===== config.mk =====
export PLATFORM = sky130hd
export DESIGN_NAME = iomem_initiator
export DESIGN_NICKNAME = d
export VERILOG_FILES = /design/src/rtl/iomem_initiator.sv
export SDC_FILE = /design/constraint.sdc
export NUM_CORES = 1
export LEC_CHECK = 0
export CORE_MARGIN = 2
export CORE_UTILIZATION = 40
export DETAILED_ROUTE_END_ITERATION = 16
export GPL_ROUTABILITY_DRIVEN = 0
export HOLD_SLACK_MARGIN = 0.12
export PLACE_DENSITY_LB_ADDON = 0.08
export SKIP_CTS_REPAIR_TIMING = 1
export SLEW_MARGIN = 40
export SYNTH_ARGS = -nofsm -noshare
export SYNTH_HDL_FRONTEND = slang
export SYNTH_SLANG_ARGS = --single-unit

===== constraint.sdc =====
create_clock -name clk -period 3.8 [get_ports clk]
set_clock_uncertainty 0.05 [all_clocks]
set_input_delay 0.38 -clock clk [delete_from_list [all_inputs] [get_ports clk]]
set_output_delay 0.38 -clock clk [all_outputs]
set_load 0.02 [all_outputs]

===== src/rtl/iomem_initiator.sv =====
// iomem_initiator: single-outstanding iomem bus master with valid/ready command and response ports.
// Ports:
//   clk, reset             rising-edge clock, asynchronous active-high reset
//   cmd_valid/cmd_ready    command handshake; cmd_write, cmd_addr, cmd_wdata, cmd_wstrb carry the command
//   rsp_valid/rsp_ready    response handshake; rsp_rdata, rsp_err carry the result
//   busy                   high whenever a command is in flight
//   iomem_*                bus request (valid, addr, wdata, wstrb) and completion (ready, rdata)
module iomem_initiator #(
  parameter int TIMEOUT_CYCLES = 255
) (
  input  logic        clk,
  input  logic        reset,
  input  logic        cmd_valid,
  output logic        cmd_ready,
  input  logic        cmd_write,
  input  logic [31:0] cmd_addr,
  input  logic [31:0] cmd_wdata,
  input  logic [3:0]  cmd_wstrb,
  output logic        rsp_valid,
  input  logic        rsp_ready,
  output logic [31:0] rsp_rdata,
  output logic        rsp_err,
  output logic        busy,
  output logic        iomem_valid,
  input  logic        iomem_ready,
  output logic [3:0]  iomem_wstrb,
  output logic [31:0] iomem_addr,
  output logic [31:0] iomem_wdata,
  input  logic [31:0] iomem_rdata
);
  localparam int CW = (TIMEOUT_CYCLES > 0) ? $clog2(TIMEOUT_CYCLES + 1) : 1;
  localparam logic [CW-1:0] LAST = CW'(TIMEOUT_CYCLES - 1);
  typedef enum logic [1:0] {IDLE, REQ, RSP} state_t;
  state_t state;
  logic [CW-1:0] cnt;
  // The counter holds the number of REQ cycles already completed, so the
  // timeout fires at the end of the TIMEOUT_CYCLES-th REQ cycle.
  wire timeout = (TIMEOUT_CYCLES != 0) && (cnt == LAST);
  always_ff @(posedge clk or posedge reset)
    if (reset) begin
      state       <= IDLE;
      cmd_ready   <= 1'b1;
      busy        <= 1'b0;
      rsp_valid   <= 1'b0;
      rsp_err     <= 1'b0;
      rsp_rdata   <= '0;
      iomem_valid <= 1'b0;
      iomem_addr  <= '0;
      iomem_wdata <= '0;
      iomem_wstrb <= '0;
      cnt         <= '0;
    end else begin
      case (state)
        IDLE: if (cmd_valid) begin
          iomem_addr  <= cmd_addr & 32'hFFFF_FFFC;
          iomem_wstrb <= cmd_write ? cmd_wstrb : 4'b0000;
          iomem_wdata <= cmd_write ? cmd_wdata : '0;
          cnt         <= '0;
          cmd_ready   <= 1'b0;
          busy        <= 1'b1;
          if (cmd_write && cmd_wstrb == 4'b0000) begin
            state     <= RSP;
            rsp_valid <= 1'b1;
            rsp_err   <= 1'b1;
            rsp_rdata <= '0;
          end else begin
            state       <= REQ;
            iomem_valid <= 1'b1;
          end
        end
        REQ: if (iomem_ready || timeout) begin
          state       <= RSP;
          iomem_valid <= 1'b0;
          rsp_valid   <= 1'b1;
          rsp_err     <= !iomem_ready;
          // A zero bus strobe marks a read; writes and timeouts return zero.
          rsp_rdata   <= (iomem_ready && iomem_wstrb == 4'b0000) ? iomem_rdata : '0;
        end else if (cnt != '1) begin
          cnt <= cnt + 1'b1;
        end
        RSP: if (rsp_ready) begin
          state     <= IDLE;
          rsp_valid <= 1'b0;
          cmd_ready <= 1'b1;
          busy      <= 1'b0;
        end
        default: state <= IDLE;
      endcase
    end
endmodule

# Yosys cells after proc, flatten, opt, wreduce, memory -nomap -nowiden
# Index checks and enable logic that the tools add are counted.
[word_totals] reg_bits=113 inputBits=106 output_inout_bits=105 wordCells=72
[classes] addsub=1 n_eq_ne=11 muxes=32 n_reduce_logical=17
[ops] cell="two-way mux 32 bit" count=5
[ops] cell="case mux 32 bit (2 select lines)" count=1
[ops] cell="two-way mux 8 bit" count=3
[ops] cell="case mux 8 bit (2 select lines)" count=1
[ops] cell="inequality test 2 bit (second input constant)" count=7
[ops] cell="AND reduction 4 bit" count=3
[ops] cell="two-way mux 1 bit" count=11
[ops] cell="adder 8 x 1 -> 8 bit (second input constant)" count=1
[ops] cell="equality test 8 bit (second input constant)" count=1
[ops] cell="logical NOT 4 bit" count=2
[ops] cell="two-way mux 2 bit" count=4
[ops] cell="inequality test 8 bit (second input constant)" count=1
[ops] cell="case mux 1 bit (2 select lines)" count=4
[ops] cell="case mux 2 bit (3 select lines)" count=1
[ops] cell="AND reduction 3 bit" count=2
[ops] cell="AND reduction 5 bit" count=1
[ops] cell="two-way mux 4 bit" count=1
[ops] cell="nonzero test 2 bit" count=2
[ops] cell="case mux 1 bit (3 select lines)" count=1
[ops] cell="nonzero test 3 bit" count=1
[ops] cell="equality test 2 x 1 -> 1 bit (second input constant)" count=1
[ops] cell="equality test 2 bit (second input constant)" count=1
[ops] cell="logical AND 1 bit" count=2
[ops] cell="logical NOT 2 bit" count=1
[ops] cell="3 further kinds" count=3

# Logic depth before layout (Yosys ltp)
[depth] ltp_word=5 mapped_depth=7 mapped_depth_nobuf=6

# Worst setup path before layout
# No wires, ideal clock.
[synth_timing] path_type="reg-to-reg" startpoint="register cnt[0]" endpoint="register cnt[1]" t_arrival_ps=1883 path_slack_ps=1742 stages_incl_launch_ff=8 n_path_buf=1 period_less_slack_ps=2058 path_cell_list="dfrtp_1 > inv_1 > ha_1 > o21a_1 > a311oi_4 > or2_1 > buf_2 > mux2_4"
[synth_between] elab_chain_cells=4
[synth_lines] item="from (decl)" line_no="35" rtl="logic [CW-1:0] cnt;"
[synth_lines] item="from (signal assigned)" line_no="79" rtl="cnt <= cnt + 1'b1;"
[synth_lines] item="adder 8 x 1 -> 8 bit / equality test 8 bit (equally long branches)" line_no="79, 38"
[synth_lines] item="two-way mux 8 bit / logical OR 1 bit (equally long branches)" line_no="78, 71"
[synth_lines] item="two-way mux 8 bit / inequality test 2 bit (equally long branches)"
[synth_lines] item="case mux 8 bit (2 select lines) / AND reduction 4 bit (equally long branches)"
# Several ways; a longest one is shown, not always the timed one. The select of a mux whose other input is x is not followed.
# A chain may end at the register's enable or synchronous reset.

# Worst setup path in the final report
# Same ends and word-level chain as after synthesis.

==> qor.yml <==
synthCells: 447
finalCritPeriodShare: 0.606
drtIter0Drc: 205
htree_levels: 4
grt_pass1_wl_um: 20500
pwr-share-comb: 0.434
p_int_mw: 4.14
finalPower_mw: 6.55
synthesis.area_um2: 4540
die_area_um2: 12200
ys_types: 36
path_max_fanout: 8
worstMarginPinSlew_ns: 0.718
synth_ff_type: "dfrtp_1"
cp.arrival_ns: 2.55
ios: 211
preCtsSetupSlack_ns: 1.11
grt_max_degree: 67
fillers: 903
p_leak_nw: 3.42
clock_latency_ns: 0.41
regArea_um2: 2830
die_h_um: 110
fin_hold_ws_ns: 0.382
ys_seq_area_frac: 0.624
start_util: 0.415
fin_util: 0.668
critPathKind: "reg2reg"
num-nets-final: 758
min_path_type: "in2async"
yosys.area.top_type: "dfrtp_1"
power_frac_seq: 0.315
swShare: 0.368
cp-start-kind: "flip-flop"
synth.area.top_cells: "dfrtp_1 (62%), nand2_1 (14%), a22o_1 (5.8%)"
grt_usage: 0.212
n_antenna_cell: 0
drt-total-wl_um: 12600
status: "completed"
ys_async_sr_fraction: 1.00
die_w_um: 110
drt-wirelength-per-cell_um: 15.7
vdd_drop_max_mv: 0.427
clockPowerShare: 0.252
area_growth_syn_to_layout_pct: 61.2
synth_edf_count: 0
fmaxAchievable_mhz: 434
reg2reg_slack_ns: 1.50
clk_pin_slew_ns: 0.05
yosysMostFrequentCell: "nand2_1"
yosysWarnings: 0
grt-ovfl-total: 0
grt_setup_unrepaired: "no"
r2r_start: "cnt[0]"
vias: 3965
tritoncts: "yes"
cts.sinks: 113
portBuffers: 206
drc: 0
dr.pass1.iters: 4
dpl.hpwl_um: 8830
crit_path_end_kind: "flip-flop"
coreArea_um2: 10900
via_per_inst: 4.94
grt_pass1_vias: 3984
multi_input_area_um2: 1550
power.density_nw_per_um2: 897
finalMaxSlewViolations: 0
rows: 38
timing.rr.end: "cnt[1]"
antenna_found_initial: 0
ys_ff_latch: 113
drive_gt1_frac: 0.0754
worstRegToRegCells: 6
cts_buffer_depth: 2
cp.required_ns: 4.05
final.setup.worst_slack_ns: 1.50
tns_ns: 0
switching_power_mw: 2.41
avgSynthCellArea_um2: 10.1
slew_headroom: 0.517
cap_violations: 0
hold_violations: 0
drtAntennaViolNets: 0
cts-root-buf: "clkbuf_16"
netlist.area_leader.share: 0.618
finalCriticalPeriod_ns: 2.30
setup_viol: 0
numCtsBuffers: 17
ys_top_cells_by_count: "nand2_1 (171), dfrtp_1 (112), nand3_1 (38)"
worst max-delay path, cell delays in order, from the launching register on:
cell      delay (ns)
dfrtp_1         0.43
inv_1           0.08
ha_1            0.25
o21a_1          0.21
a311oi_4        0.50
or2_1           0.34
mux2_4          0.33
metal layers:
metal | global-route usage | share of wire
met5 | 0 | 0
met3 | 0.0999 | 0.096
met2 | 0.333 | 0.48
met1 | 0.258 | 0.41
met4 | 0.0725 | 0.016
sequential cells by signal, summed over array words and instances (netlist names):
| signal | count |
|---|---|
| iomem_wdata | 32 |
| rsp_valid | 1 |
| state | 2 |
| busy | 1 |
| cmd_ready | 1 |
| iomem_wstrb | 4 |
| rsp_rdata | 32 |
| cnt | 8 |
| iomem_valid | 1 |
| rsp_err | 1 |
| iomem_addr | 30 |
power groups by stage:
stage | Sequential (mW) | Clock [mW] | Combinational, mW
after detailed placement | 2.08 | 0 | 2.88
after global routing | 2.14 | 1.75 | 3.06
final | 2.06 | 1.65 | 2.84
after CTS | 2.07 | 1.68 | 2.89
after global placement | 2.05 | 0 | 2.83
after floorplan | 2.67 | 0 | 0.893
cell type report:
| class | count | area share |
|---|---|---|
| clock buffer | 18 | 0.0587 |
| clock inverter | 14 | 0.0260 |
| inverter | 5 | 0.00291 |
| multi-input combinational | 300 | 0.212 |
| sequential | 113 | 0.387 |
| tap | 140 | 0.0240 |
| timing repair buffer | 213 | 0.289 |
kinds of logic after synthesis:
| family | after synthesis | synth area share |
|---|---|---|
| AOI/OAI and AO/OA | 65 | 0.119 |
| adders and majority gates | 2 | 0.00552 |
| buffers and inverters | 35 | 0.0375 |
| DFF | 113 | 0.624 |
| muxes | 1 | 0.00331 |
| other | 1 | 0.000827 |
| and+or+nand+nor | 230 | 0.210 |
worst max-delay path by stage:
stage	end	cells after the start	slack, ns	from
after CTS	cnt[1]	6	1.49	cnt[0]
after global routing	cnt[1]	6	1.38	cnt[0]
final	cnt[1]	6	1.50	cnt[0]
after floorplan	busy	1	0.38	reset
after detailed placement	rsp_rdata[8]	5	1.11	cmd_wstrb[1]
after global placement	rsp_rdata[9]	5	1.19	cmd_wstrb[1]
metrics by stage:
step	instance area [um2]	instances
6_report	7310	803
5_1_grt	7310	803
4_1_cts	7310	803
3_5_place_dp	6690	771
3_3_place_gp	6690	771
2_1_floorplan	4540	448
placed cells by master, fill, tap and decap left out, drive strengths merged, types with 4 or more instances in the layout:
master / count
nor2: 8
inv: 5
dfrtp: 112
clkinvlp: 5
a21oi: 8
nand2: 171
a31oi: 10
clkbuf: 18
clkdlybuf4s50: 206
buf: 7
bufinv: 4
clkinv: 5
nand3: 38
a22o: 32
Power figures use the tool's default switching activity.
